--- src/rtl/aes_pkg.sv ---
// Shared AES byte type, affine constants and the forward/inverse affine maps.
package aes_pkg;

  typedef logic [7:0] aes_byte_t;

  localparam aes_byte_t AES_AFF_C = 8'h63;
  localparam aes_byte_t AES_AFF_D = 8'h05;

  // Rotations implement bit i picking s[(i+k) mod 8].
  function automatic aes_byte_t aes_affine(input aes_byte_t s);
    return s ^ {s[3:0], s[7:4]} ^ {s[4:0], s[7:5]} ^ {s[5:0], s[7:6]} ^ {s[6:0], s[7]} ^ AES_AFF_C;
  endfunction

  function automatic aes_byte_t aes_affine_inv(input aes_byte_t b);
    return {b[1:0], b[7:2]} ^ {b[4:0], b[7:5]} ^ {b[6:0], b[7]} ^ AES_AFF_D;
  endfunction

endpackage

--- src/rtl/GF_MULINV_8.sv ---
// Combinational GF(2^8) multiplicative inverse over x^8+x^4+x^3+x+1, with inv(0) = 0.
// Computes a^254 by repeated squaring, so a zero input falls out as zero.
module GF_MULINV_8 (
  input  logic [7:0] a,
  output logic [7:0] y
);

  function automatic logic [7:0] gf_mul(input logic [7:0] p, input logic [7:0] q);
    logic [7:0] acc;
    logic [7:0] sh;
    acc = 8'h00;
    sh  = p;
    for (int i = 0; i < 8; i++) begin
      if (q[i]) acc = acc ^ sh;
      sh = {sh[6:0], 1'b0} ^ (sh[7] ? 8'h1b : 8'h00);
    end
    return acc;
  endfunction

  logic [7:0] sq;
  logic [7:0] prod;

  // a^254 = product of a^(2^k) for k = 1..7
  always_comb begin
    sq   = a;
    prod = 8'h01;
    for (int k = 1; k < 8; k++) begin
      sq   = gf_mul(sq, sq);
      prod = gf_mul(prod, sq);
    end
    y = prod;
  end

endmodule

--- src/rtl/aes_sbox_lane.sv ---
// One byte lane: S1 input transform (Ai when inverting) and S2 inverse plus affine.
// Mode ports exist only when built with AES_SUBBYTES_INV_EN.
module aes_sbox_lane
  import aes_pkg::*;
(
  input  aes_byte_t s1_in,
`ifdef AES_SUBBYTES_INV_EN
  input  logic      s1_mode,
  input  logic      s2_mode,
`endif
  output aes_byte_t s1_out,
  input  aes_byte_t s2_in,
  output aes_byte_t s2_out
);

  aes_byte_t inv_b;

  GF_MULINV_8 u_inv (
    .a (s2_in),
    .y (inv_b)
  );

`ifdef AES_SUBBYTES_INV_EN
  assign s1_out = s1_mode ? aes_affine_inv(s1_in) : s1_in;
  assign s2_out = s2_mode ? inv_b : aes_affine(inv_b);
`else
  assign s1_out = s1_in;
  assign s2_out = aes_affine(inv_b);
`endif

endmodule

--- src/rtl/aes_subbytes_pipe.sv ---
// LANES-wide AES SubBytes, two registered stages (latency 2), valid/ready holding up to 2 beats under stall.
// Define AES_SUBBYTES_INV_EN to make in_inv select InvSubBytes per beat; otherwise forward-only, out_inv = 0.
module aes_subbytes_pipe
  import aes_pkg::*;
#(
  parameter int LANES = 4
) (
  input  logic               clk,
  input  logic               rst,
  input  logic               flush,
  input  logic               in_valid,
  output logic               in_ready,
  input  logic [8*LANES-1:0] in_data,
  input  logic               in_inv,
  output logic               out_valid,
  input  logic               out_ready,
  output logic [8*LANES-1:0] out_data,
  output logic               out_inv
);

  localparam int W = 8 * LANES;

  logic         s1_valid;
  logic         s2_valid;
  logic         s2_adv;
  logic         in_acc;
  logic [W-1:0] s1_data;
  logic [W-1:0] s1_nxt;
  logic [W-1:0] s2_nxt;

  assign s2_adv    = s1_valid & (~s2_valid | out_ready);
  // flush drops the offered beat but still reports ready
  assign in_ready  = ~s1_valid | s2_adv | flush;
  assign in_acc    = in_valid & in_ready & ~flush;
  assign out_valid = s2_valid;

  always_ff @(posedge clk) begin
    if (rst || flush) begin
      s1_valid <= 1'b0;
      s2_valid <= 1'b0;
    end else begin
      if (in_acc)      s1_valid <= 1'b1;
      else if (s2_adv) s1_valid <= 1'b0;
      if (s2_adv)         s2_valid <= 1'b1;
      else if (out_ready) s2_valid <= 1'b0;
    end
  end

  always_ff @(posedge clk) begin
    if (in_acc) s1_data  <= s1_nxt;
    if (s2_adv) out_data <= s2_nxt;
  end

`ifdef AES_SUBBYTES_INV_EN
  logic s1_inv;

  always_ff @(posedge clk) begin
    if (in_acc) s1_inv <= in_inv;
  end

  always_ff @(posedge clk) begin
    if (rst)         out_inv <= 1'b0;
    else if (s2_adv) out_inv <= s1_inv;
  end
`else
  logic unused_inv;
  assign unused_inv = in_inv;
  assign out_inv    = 1'b0;
`endif

  for (genvar k = 0; k < LANES; k++) begin : g_lane
    aes_sbox_lane u_lane (
      .s1_in   (in_data[8*k +: 8]),
`ifdef AES_SUBBYTES_INV_EN
      .s1_mode (in_inv),
      .s2_mode (s1_inv),
`endif
      .s1_out  (s1_nxt[8*k +: 8]),
      .s2_in   (s1_data[8*k +: 8]),
      .s2_out  (s2_nxt[8*k +: 8])
    );
  end

endmodule

--- config.mk ---
export PLATFORM = sky130hd
export DESIGN_NAME = aes_subbytes_pipe
export DESIGN_NICKNAME = d
export VERILOG_FILES = /design/src/rtl/aes_pkg.sv /design/src/rtl/GF_MULINV_8.sv /design/src/rtl/aes_sbox_lane.sv /design/src/rtl/aes_subbytes_pipe.sv
export SDC_FILE = /design/constraint.sdc
export NUM_CORES = 2
export LEC_CHECK = 0
export CAP_MARGIN = 20
export CORE_UTILIZATION = 40
export DETAILED_ROUTE_END_ITERATION = 6
export PLACE_DENSITY_LB_ADDON = 0.08
export SYNTH_ARGS = -nofsm -noshare
export SYNTH_HDL_FRONTEND = slang
export SYNTH_SLANG_ARGS = --single-unit
export TNS_END_PERCENT = 50
--- constraint.sdc ---
create_clock -name clk -period 36.2 [get_ports clk]
set_input_delay 9.05 -clock clk [delete_from_list [all_inputs] [get_ports clk]]
set_output_delay 9.05 -clock clk [all_outputs]
set_load 0.02 [all_outputs]
# Yosys cells after proc, flatten, opt, wreduce, memory -nomap -nowiden
# Index checks and enable logic that the tools add are counted.
[op_classes]
add_sub_neg = 0
multipliers = 0
n_div = 0
magnitude_cmp = 0
eq_ne = 0
shift = 0
muxes = 816
n_bitwise = 785
n_reduce_logical = 3
[op_table]
columns = ["cell", "count"]
rows = [
  ["8-bit two-way mux", 420],
  ["8-bit XOR", 380],
  ["8-bit by 5-bit XOR with 8-bit output", 364],
  ["5-bit two-way mux", 368],
  ["7-bit two-way mux", 4],
  ["1-bit NOT, first input constant", 28],
  ["6-bit two-way mux", 4],
  ["4-bit two-way mux", 4],
  ["4-bit NOT", 4],
  ["3-bit two-way mux", 4],
  ["1-bit two-way mux", 8],
  ["2-bit two-way mux", 4],
  ["2-bit nonzero test", 2],
  ["1-bit AND", 3],
  ["1-bit NOT", 3],
  ["1-bit OR", 3],
  ["1-bit logical OR", 1],
]
[totals]
register_bits = 66
latchBits = 0
ramBits = 0
romBits = 0
in_bits = 38
elab_cells = 1608
n_memories = 0

# Logic depth before layout (Yosys ltp)
[depth]
depth_word = 132
depth_mapped = 67

# Cells and area by module
# From an unflattened synthesis, not the netlist that was laid out.
[hier_totals]
hier_cells = 8113
hier_area_um2 = 61225.0
[by_module_without_submodules]
columns = ["module", "n_inst", "cells_per_inst", "area_per_inst_um2", "seq_area_each_um2"]
rows = [
  ["GF_MULINV_8", 4, 1985, 14518.9, 0.0],
  ["aes_subbytes_pipe", 1, 77, 2053.2, 1961.9],
  ["aes_sbox_lane", 4, 24, 274.0, 0.0],
]

# Worst setup path after synthesis
# No wires, ideal clock.
[synth_timing]
path_type = "input -> output"
from = "input out_ready"
to = "output in_ready"
arrival_ps = 9475
t_required_ps = 27150
path_slack_ps = 17675
stages = 2
path_buffers = 0
path_cell_list = "nor2b_1 -> nand3b_1"
[synth_via]
elab_chain_len = 4
[synth_rtl]
columns = ["element", "line", "text"]
rows = [
  ["start, declared", "aes_subbytes_pipe.sv:16", "input logic out_ready,"],
  ["1-bit OR", "aes_subbytes_pipe.sv:31", "assign s2_adv = s1_valid & (~s2_valid | out_ready);"],
  ["1-bit AND", "aes_subbytes_pipe.sv:31", ""],
  ["1-bit OR (2 in a row)", "aes_subbytes_pipe.sv:33", "assign in_ready = ~s1_valid | s2_adv | flush;"],
  ["end, declared", "aes_subbytes_pipe.sv:12", "output logic in_ready,"],
]
# No other way between the ends.

# Worst setup path in the final report
# Same ends and word-level chain as after synthesis.

==> impl_metrics.py <==
metrics = {
    "run_status": {
        "status": "finished, final reports clean",
    },
    "worst_setup_path": {
        "critical_path_class": "primary input to output pin",
        "rr_worst_depth": 54,
        "timing.rr.start": "s1_data[7]",
        "end_kind": "output pin",
        "r2r-end": "out_data[0]",
        "reg2reg_slack_ps": 17580,
        "required_ps": 27150,
        "startpoint": "out_ready",
        "cp.arrival_ps": 10610,
        "start_kind": "primary input",
        "critPathMaxFanout": 4,
    },
    "clock_network": {
        "root_buffer": "clkbuf_16",
        "clk_path_buf_depth": 2,
        "path_clk_slew_ps": 60,
        "h-tree-depth": 3,
        "cts_hold_buffers": 0,
        "cts.sinks": 66,
        "cts_buffers": 9,
        "cts_setup_buffers": 0,
        "cts_tree": "done",
        "post_cts_resize_count": 0,
        "clk-insertion-delay-late_ps": 460,
    },
    "die": {
        "fp-row-count": 141,
        "die-area_um2": 150100,
        "die_h_um": 387.4,
        "core_um2": 147500,
        "floorplan.initialDensity": 0.4028,
        "io_pins": 73,
        "dieWidth_um": 387.4,
    },
    "min_path": {
        "holdCritStartpoint": "s1_valid",
        "min_path_cells": 2,
        "holdPathEnd": "out_valid",
        "hp-class": "flip-flop to flip-flop",
    },
    "global_routing": {
        "grt_util_met3": 0.01249,
        "antenna_found_initial": 3,
        "grt_util_met1": 0.3308,
        "busiest_layer": "met2",
        "grt_max_degree": 40,
        "track_usage": 0.2305,
        "overflow": 0,
        "grt_pass1_vias": 51090,
        "grt_first_pass_wirelength_mm": 287.9,
        "gr-usage-met2": 0.3813,
    },
    "drt": {
        "drt_wl_total_mm": 178.4,
        "via_count": 53910,
        "drc_errors": 0,
        "dr.pass1.iters": 6,
        "post_drt_wl_per_cell_um": 18.58,
        "ant_nets": 0,
        "dr.first_iter.drc_count": 3804,
        "routed_via_density": 5.612,
    },
    "cells_and_area": {
        "utilization": 0.4249,
        "layout-drive-gt1-share": 0.09250,
        "final_common_cell": "xnor2_1",
        "seq_area_um2": 1962,
        "final_nets": 7737,
        "multi_input_area_um2": 55090,
        "area_delta_synth_final_pct": 5.502,
        "stdcell_area_um2": 62670,
        "fin_cells": 9606,
        "final_cell_mix": "xnor2_1, nor2_1, nand2_1, xor2_1, a21oi_1",
        "fillCellCount": 15140,
        "diodes": 0,
    },
    "timing": {
        "tightest_slew_ps": 1143,
        "setup_viol": 0,
        "min_period_ps": 19660,
        "skew_ps": 41.25,
        "fmax_mhz": 50.86,
        "hold_viol": 0,
        "max_slew_margin": 0.2353,
        "fin_setup_tns_ps": 0,
        "period_share": 0.5431,
        "drv_slew": 0,
        "rsz0062_at_grt": "false",
    },
    "place": {
        "place_area_um2": 62310,
        "hpwl_mm": 127.7,
        "place_inst": 9582,
        "port_buffers": 70,
        "routabilityCongestion": 0.8403,
    },
    "logic_synthesis": {
        "postSynthAreaPerCell_um2": 7.538,
        "synth_edf_count": 64,
        "ys_seq_area_frac": 0.03303,
        "syn-num-nets": 7947,
        "syn_inst": 7881,
        "syn-cell-area_um2": 59400,
        "synthFlopType": "edfxtp_1",
        "yosysUniqueCellTypes": 128,
        "ys.warnings.count": 0,
        "synth-seq-cells": 66,
        "synth-async-reset-ratio": 0,
    },
    "job": {
        "drv_cap": 0,
    },
}
==> cells by family (layout without fill, tap and decap cells) <==
family / count (synthesis) / in the layout / share of synthesized area
muxes: 264 / 264 / 0.04668
buffers and inverters: 632 / 427 / 0.04714
and+or+nand+nor: 2821 / 2821 / 0.2093
other: 1 / 1 / 0.00006313
adders and majority gates: 28 / 28 / 0.005898
xor gates and xnor gates: 2571 / 2571 / 0.4896
DFF: 66 / 66 / 0.03303
AOI/OAI and AO/OA: 1498 / 1498 / 0.1683
==> sequential cells by signal, summed over array words and instances (netlist names) <==
register   count
out_valid      1
s1_valid       1
s1_data       32
out_data      32
==> metal layers <==
metal  wire [um]  part of all wire  vias up
li1            -                 -    26680
met1       86340              0.48    25930
met2       83100              0.47     1163
met3        6777             0.038      128
met4        2188             0.012        6
met5          41           0.00023        -
==> how the worst max path moves through the flow <==
| stage | endpoint | slack (ps) |
|---|---|---|
| 6_report | in_ready | 16540 |
| 3_3_place_gp | in_ready | 16540 |
| 3_5_place_dp | in_ready | 16530 |
| 2_1_floorplan | in_ready | 17680 |
| 5_1_grt | out_data[0] | 15950 |
| 4_1_cts | in_ready | 16530 |
==> through the flow <==
stage	setup slack (ps)	hold WS, ps
detailed placement	16530	569.9
floorplan	17680	487.6
global route	15950	628.5
global placement	16540	536.7
CTS	16530	576.4
finish	16540	568.9
==> area by class of cell <==
type,instances,area share
clock buffers,9,0.003594
clock inverters,7,0.0008385
inverters,93,0.005570
multi-input cells,7183,0.8790
flip-flops and latches,66,0.03130
well taps,1930,0.03853
repair buffers,318,0.04119
==> cells in the mapped netlist, types with 69 or more instances <==
cell type	count	share of area
a21oi_1	341	0.029
a31oi_1	80	0.0084
buf_2	135	0.011
clkbuf_1	315	0.020
mux2i_1	211	0.036
nand2_1	766	0.048
nand2b_1	69	0.0073
nand3_1	181	0.015
nor2_1	1214	0.077
nor3_1	210	0.018
o211ai_1	69	0.0087
o21ai_0	293	0.025
o22ai_1	108	0.011
xnor2_1	1634	0.24
xnor2_2	118	0.032
xnor3_1	255	0.097
xor2_1	406	0.060
==> critical path, stage by stage <==
cell and delay (ps):
clkdlybuf4s50_1 400, nor2b_1 420, nand3b_1 170, clkdlybuf4s50_1 570
Power is left out: the tool's default activity adds up to more than one toggle a clock period on the data nets, which glitch-free logic cannot reach.
